[src/rtl/obi_arb_pkg.sv]
// Shared types and helpers for the OBI memory arbiter.
package obi_arb_pkg;

  typedef enum logic {
    LOCK_IDLE   = 1'b0,
    LOCK_LOCKED = 1'b1
  } lock_state_e;

  // Bits needed to index n entries (at least one bit).
  function automatic int unsigned idx_width(input int unsigned n);
    return (n > 1) ? $clog2(n) : 1;
  endfunction

endpackage

[src/rtl/obi_arb_fifo.sv]
// Index FIFO recording which master owns each accepted-but-unanswered transaction.
module obi_arb_fifo
  import obi_arb_pkg::*;
#(
  parameter int unsigned DEPTH = 2,
  parameter int unsigned WIDTH = 1
) (
  input  logic                       clk_i,
  input  logic                       rst_i,
  input  logic                       push_i,
  input  logic [WIDTH-1:0]           push_data_i,
  input  logic                       pop_i,
  output logic [WIDTH-1:0]           head_o,
  output logic [$clog2(DEPTH):0]     count_o,
  output logic                       full_o,
  output logic                       empty_o
);

  localparam int unsigned PW = idx_width(DEPTH);
  localparam int unsigned CW = $clog2(DEPTH) + 1;

  logic [WIDTH-1:0] mem_q [DEPTH];
  logic [PW-1:0]    wr_ptr_q;
  logic [PW-1:0]    rd_ptr_q;
  logic [CW-1:0]    count_q;
  logic             do_push;
  logic             do_pop;
  logic [PW-1:0]    wr_ptr_nxt;
  logic [PW-1:0]    rd_ptr_nxt;

  assign full_o  = (count_q == CW'(DEPTH));
  assign empty_o = (count_q == '0);
  assign count_o = count_q;
  assign head_o  = mem_q[rd_ptr_q];

  // Overflowing pushes and underflowing pops are dropped.
  assign do_push = push_i & ~full_o;
  assign do_pop  = pop_i & ~empty_o;

  assign wr_ptr_nxt = (wr_ptr_q == PW'(DEPTH - 1)) ? '0 : wr_ptr_q + 1'b1;
  assign rd_ptr_nxt = (rd_ptr_q == PW'(DEPTH - 1)) ? '0 : rd_ptr_q + 1'b1;

  always_ff @(posedge clk_i) begin
    if (do_push) begin
      mem_q[wr_ptr_q] <= push_data_i;
    end
  end

  always_ff @(posedge clk_i) begin
    if (rst_i) begin
      wr_ptr_q <= '0;
      rd_ptr_q <= '0;
      count_q  <= '0;
    end else begin
      if (do_push) begin
        wr_ptr_q <= wr_ptr_nxt;
      end
      if (do_pop) begin
        rd_ptr_q <= rd_ptr_nxt;
      end
      case ({do_push, do_pop})
        2'b10:   count_q <= count_q + 1'b1;
        2'b01:   count_q <= count_q - 1'b1;
        default: count_q <= count_q;
      endcase
    end
  end

endmodule

[src/rtl/obi_mem_arbiter.sv]
// N-to-1 OBI arbiter onto a single in-order memory port with per-response routing.
// Define OBI_ARB_ROUND_ROBIN_EN for round-robin selection; otherwise fixed priority (index 0 highest).
module obi_mem_arbiter
  import obi_arb_pkg::*;
#(
  parameter int unsigned NUM_MASTERS     = 2,
  parameter int unsigned MAX_OUTSTANDING = 2,
  parameter int unsigned ADDR_WIDTH      = 32,
  parameter int unsigned DATA_WIDTH      = 32
) (
  input  logic                                        clk_i,
  input  logic                                        rst_i,
  input  logic [NUM_MASTERS-1:0]                      m_req_i,
  output logic [NUM_MASTERS-1:0]                      m_gnt_o,
  input  logic [NUM_MASTERS-1:0][ADDR_WIDTH-1:0]      m_addr_i,
  input  logic [NUM_MASTERS-1:0][DATA_WIDTH/8-1:0]    m_be_i,
  input  logic [NUM_MASTERS-1:0]                      m_we_i,
  input  logic [NUM_MASTERS-1:0][DATA_WIDTH-1:0]      m_wdata_i,
  output logic [NUM_MASTERS-1:0]                      m_rvalid_o,
  output logic [NUM_MASTERS-1:0][DATA_WIDTH-1:0]      m_rdata_o,
  output logic                                        mem_req_o,
  output logic [ADDR_WIDTH-1:0]                       mem_addr_o,
  output logic [DATA_WIDTH/8-1:0]                     mem_be_o,
  output logic                                        mem_we_o,
  output logic [DATA_WIDTH-1:0]                       mem_wdata_o,
  input  logic                                        mem_gnt_i,
  input  logic                                        mem_rvalid_i,
  input  logic [DATA_WIDTH-1:0]                       mem_rdata_i,
  output logic [$clog2(MAX_OUTSTANDING):0]            outstanding_o
);

  localparam int unsigned IW = idx_width(NUM_MASTERS);
  localparam int unsigned CW = $clog2(MAX_OUTSTANDING) + 1;

  lock_state_e   lock_state;
  logic [IW-1:0] lock_idx;
  logic [IW-1:0] arb_idx;
  logic [IW-1:0] sel_idx;
  logic [IW-1:0] head_idx;
  logic [CW-1:0] fifo_count;
  logic          fifo_full;
  logic          fifo_empty;
  logic          handshake;
  logic          pop;

`ifdef OBI_ARB_ROUND_ROBIN_EN
  logic [IW-1:0] rr_ptr;
  logic          arb_found;

  // Rotating search: first requester at or after the pointer wins.
  always_comb begin
    arb_idx   = '0;
    arb_found = 1'b0;
    for (int unsigned k = 0; k < NUM_MASTERS; k++) begin
      if (!arb_found && m_req_i[(32'(rr_ptr) + k) % NUM_MASTERS]) begin
        arb_idx   = IW'((32'(rr_ptr) + k) % NUM_MASTERS);
        arb_found = 1'b1;
      end
    end
  end
`else
  // Fixed priority: scan downwards so the lowest requesting index wins.
  always_comb begin
    arb_idx = '0;
    for (int i = int'(NUM_MASTERS) - 1; i >= 0; i--) begin
      if (m_req_i[i]) begin
        arb_idx = IW'(i);
      end
    end
  end
`endif

  assign sel_idx   = (lock_state == LOCK_LOCKED) ? lock_idx : arb_idx;
  assign mem_req_o = ~rst_i & (|m_req_i) & ~fifo_full;
  assign handshake = mem_req_o & mem_gnt_i;
  assign pop       = ~rst_i & mem_rvalid_i & ~fifo_empty;

  assign mem_addr_o    = mem_req_o ? m_addr_i[sel_idx]  : '0;
  assign mem_be_o      = mem_req_o ? m_be_i[sel_idx]    : '0;
  assign mem_we_o      = mem_req_o ? m_we_i[sel_idx]    : 1'b0;
  assign mem_wdata_o   = mem_req_o ? m_wdata_i[sel_idx] : '0;
  assign outstanding_o = rst_i ? '0 : fifo_count;

  always_comb begin
    m_gnt_o    = '0;
    m_rvalid_o = '0;
    m_rdata_o  = '0;
    if (handshake) begin
      m_gnt_o[sel_idx] = 1'b1;
    end
    if (pop) begin
      m_rvalid_o[head_idx] = 1'b1;
      m_rdata_o[head_idx]  = mem_rdata_i;
    end
  end

  // A stalled request keeps its master selected until the memory grants it.
  always_ff @(posedge clk_i) begin
    if (rst_i) begin
      lock_state <= LOCK_IDLE;
      lock_idx   <= '0;
    end else begin
      case (lock_state)
        LOCK_IDLE: begin
          if (mem_req_o && !mem_gnt_i) begin
            lock_state <= LOCK_LOCKED;
            lock_idx   <= sel_idx;
          end
        end
        LOCK_LOCKED: begin
          if (handshake) begin
            lock_state <= LOCK_IDLE;
          end
        end
        default: lock_state <= LOCK_IDLE;
      endcase
    end
  end

`ifdef OBI_ARB_ROUND_ROBIN_EN
  always_ff @(posedge clk_i) begin
    if (rst_i) begin
      rr_ptr <= '0;
    end else if (handshake) begin
      rr_ptr <= (sel_idx == IW'(NUM_MASTERS - 1)) ? '0 : sel_idx + 1'b1;
    end
  end
`endif

  obi_arb_fifo #(
    .DEPTH (MAX_OUTSTANDING),
    .WIDTH (IW)
  ) u_fifo (
    .clk_i       (clk_i),
    .rst_i       (rst_i),
    .push_i      (handshake),
    .push_data_i (sel_idx),
    .pop_i       (pop),
    .head_o      (head_idx),
    .count_o     (fifo_count),
    .full_o      (fifo_full),
    .empty_o     (fifo_empty)
  );

endmodule

[config.mk]
export PLATFORM = sky130hd
export DESIGN_NAME = obi_mem_arbiter
export DESIGN_NICKNAME = d
export VERILOG_FILES = /design/src/rtl/obi_arb_pkg.sv /design/src/rtl/obi_arb_fifo.sv /design/src/rtl/obi_mem_arbiter.sv
export SDC_FILE = /design/constraint.sdc
export NUM_CORES = 1
export LEC_CHECK = 0
export ABC_AREA = 1
export ABC_CLOCK_PERIOD_IN_PS = 2200
export BUFFER_PORTS_ARGS = -buffer_cell sky130_fd_sc_hd__buf_2
export CORE_AREA = 2 2 123 125
export DETAILED_ROUTE_END_ITERATION = 8
export DIE_AREA = 0 0 125 127
export SYNTH_ARGS = -nofsm -noshare
export SYNTH_HDL_FRONTEND = slang
export SYNTH_SLANG_ARGS = --single-unit
[constraint.sdc]
create_clock -name clk_i -period 2.2 [get_ports clk_i]
set_input_delay 0.22 -clock clk_i [delete_from_list [all_inputs] [get_ports clk_i]]
set_output_delay 0.22 -clock clk_i [all_outputs]
set_load 0.01 [all_outputs]
==> results.env <==
POWER_DENSITY_nW_PER_UM2=317
SYNTHESIS.NETS=573
SETUP-VIOLATIONS-FINAL=0
HOLD_PATH_CLASS='primary input to flip-flop'
GR-USAGE-MET2_PCT=20.0
LEAKAGE_POWER_OF_THE_DESIGN_uW=0.00248
CORE_REGION_AREA_SQ_UM=14400
YS_TOP_CELLS_BY_AREA='sky130_fd_sc_hd__nor2_1 (35%), sky130_fd_sc_hd__o21ai_0 (11%), sky130_fd_sc_hd__nor2_2 (9.8%)'
STATUS='completed'
SYNTH.TOP_CELLS.BY_COUNT='sky130_fd_sc_hd__nor2_1 (185), sky130_fd_sc_hd__o21ai_0 (43), sky130_fd_sc_hd__inv_1 (40), sky130_fd_sc_hd__nor2_2 (31), sky130_fd_sc_hd__o21ai_1 (29)'
DRCVIOLATIONCOUNT=0
GRTUSAGETOTAL_PCT=10.8
DIE_Y_MICRONS=127
FILL_CELLS=1681
BOUNDARYPINS=316
POST_DETAIL_PLACE_HPWL_MM=7.99
YS_ASYNC_SR_FRACTION_PCT=0
CTS-ROOT-BUF='sky130_fd_sc_hd__clkbuf_16'
SYNTH.CELL_AREA_SQ_UM=1970
YS_SEQ_AREA_SHARE_PCT=10.1
YS_WARN_COUNT=0
FINAL.MIN_CLOCK_PERIOD_PS=1870
FIRST_GLOBAL_VIAS=3098
DESIGN.FINAL.NETS=875
WORSTSKEWPAIRLATENCY_PS=230
TIMING.CRITICAL_PATH.REQUIRED_PS=1980
WL_MM=9.55
START_UTIL_PCT=13.7
GRT_UTIL_MET1_PCT=13.7
FINALHOLDVIOLCOUNT=0
MAX-SLEW-MARGIN-REL_PCT=80.7
WORST-ENDPOINT-ARRIVAL_PS=1650
CP_SLOWEST_STAGE_DELAY_PS=350
GRT_START_MAX_NET_PINS=74
DIE-WIDTH_MICRONS=125
ROUTED-VIA-COUNT=3401
POST_ROUTE_CELLS_DRIVE_ABOVE_1_SHARE_PCT=53.1
VDD.IR_DROP.WORST_mV=0.222
WORST_PATH_MAXIMUM_FANOUT=19
HOLD_STARTPOINT='rst_i'
POST_CTS.RESIZED_INSTANCES=0
CP_CELL_SEQUENCE='inv_2, nand3b_1, nand2_2, inv_2, buf_4, nor2_1, nor2_1, buf_2'
CTS_TREE='built'
CP_SLOWEST_CELL='sky130_fd_sc_hd__dfxtp_1'
PATH_CLASS='flip-flop to primary output'
DRT-PASS1-ITER-COUNT=4
CRITICAL_PATH_END_TYPE='primary output'
ACHIEVABLE-FREQUENCY_MHz=534
BUFFER_PORTS.INSERTED=315
ANTENNA_CELLS=0
GRT_FIRST_PASS_WIRELENGTH_MM=14.7
SYNTH.DISTINCT_CELLS=26
FLOW.AREA_GROWTH_FROM_SYNTHESIS_PCT=91.6
MAXIMUM_CAPACITANCE_VIOLATIONS=0
LAYOUT.AREA.SEQ_SQ_UM=200
WORST_SETUP_HOLD_PATH_CLK_SLEW_PS=40
CTS_MADE_BUFFERS=3
WORSTHOLDPATHCELLS=2
DESIGN.DIE.AREA_SQ_UM=15900
YOSYS_REGISTER_BITS=9
FIN_SKEW_PS=0.374
GLOBALROUTE.TOTALOVERFLOW=0
R2R-END='u_fifo.count_o[1]'
GLOBAL_ROUTE.USAGE.MET3_PCT=1.17
SYNTH.LARGEST_AREA_CELL='sky130_fd_sc_hd__nor2_1'
TOTAL_AREA_OF_MULTI_INPUT_COMBINATIONAL_CELLS_SQ_UM=1400
VIAS_PER_INSTANCE=3.86
SYNTH_ENABLE_FLOP_CELLS=2
POST_CTS.REPAIR.SETUP_BUFFERS=0
CTSLONGESTPATHBUFFERS=2
COUNT_OF_STANDARD_CELL_ROWS=44
POSTCTSHOLDBUFS=0
ANTENNA_FOUND_INITIAL=0
CLOCK_SINKS=9
WORST_R2R_PATH_DEPTH=7
POST_SYNTH.CELL_AREA_AVG_SQ_UM=4.99
DRT_ITER0_DRC=209
YOSYSTOPAREACELLSHARE_PCT=35.2
FINAL.PERIOD_UTILIZATION_PCT=85.2
SYN_INST=396
PLACE_CONGESTION=0.802
SLEW_VIOLATIONS=0
MOST_CONGESTED_LAYER_REPORTED_BY_GLOBAL_ROUTING='met2'
R2R_SLACK_PS=580
CTS-HTREE-LEVELS=1
GRT_SETUP_UNREPAIRED='false'
TIGHTEST_SLEW_PS=287
DESIGN_AREA_SQ_UM=3780
POST-SYNTH-TOP-COUNT-CELL='sky130_fd_sc_hd__nor2_1'
REG2REG_FROM='u_fifo.count_o[0]'
START_KIND='flip-flop'
SETUP-TNS-FINAL_PS=0
SYNTH_TOP_FLOP_CELL='sky130_fd_sc_hd__dfxtp_1'
PLACEMENT.CELL_AREA_SQ_UM=3700
WIRE_PER_INST_MICRONS=10.8
ANTENNA_VIOL_NETS_FINAL=0
==> power breakdown <==
part           leakage [uW]  internal [uW]  switching (uW)
Clock             0.0000382            242            77.5
Sequential        0.0000761            183            8.23
Combinational       0.00236            301             387
Total               0.00248            726             472
==> final cells by class <==
type                            count  share of cell area (%)
Multi-Input combinational cell    314                    37.0
Timing Repair Buffer              325                    45.0
Clock buffer                        4                    2.08
Tap cell                          184                    6.08
Inverter                           45                    4.53
Sequential cell                     9                    5.29
==> logic make-up after synthesis <==
family	count (synthesis)	synth area share, %
fa+ha+maj	1	0.634
compound gates	76	19.5
simple gates	236	50.4
buf+inv	73	18.9
flops	9	10.1
xor+xnor	1	0.444
==> per-stage QoR <==
step	total power, uW	hold WS (ps)	utilization (%)	worst slack, ps	cells
5_1_grt	1290	346	26.2	152	881
6_report	1200	302	26.2	326	881
2_1_floorplan	557	448	-	693	396
3_3_place_gp	881	462	25.7	568	877
3_5_place_dp	882	470	25.7	571	877
4_1_cts	1210	302	26.2	308	881
==> routing by layer <==
layer  up-vias  routed length, microns
li1       1808                       -
met4         0                      58
met1      1412                    3980
met5         -                       0
met3         4                     769
met2       177                    4740
==> layout by cell type (no fill, tap or decap), drive strengths merged <==
cell / instances
clkbuf: 4
or2: 1
inv: 45
nor2: 217
nand4: 1
a21oi: 2
nand3b: 1
edfxtp: 2
xor2: 1
nor3: 1
ha: 1
a31oi: 1
nand2: 12
dfxtp: 7
buf: 325
o21ai: 73
nand3: 3
==> critical path: cells and delay by family, from the launching register on <==
| kind | cells | cell delay, ps |
|---|---|---|
| buffers and inverters | 4 | 700 |
| and+or+nand+nor | 4 | 370 |
| DFF | 1 | 350 |
==> worst max-delay path by stage <==
stage | from | to | slack, ps
5_1_grt | u_fifo.count_o[0] | mem_addr_o[12] | 150
3_3_place_gp | u_fifo.count_o[0] | mem_addr_o[29] | 570
4_1_cts | lock_state | mem_addr_o[29] | 310
6_report | lock_state | mem_addr_o[29] | 330
2_1_floorplan | u_fifo.count_o[0] | u_fifo.count_o[1] | 690
3_5_place_dp | lock_state | mem_addr_o[29] | 570
(Power assumes the default switching activity.)
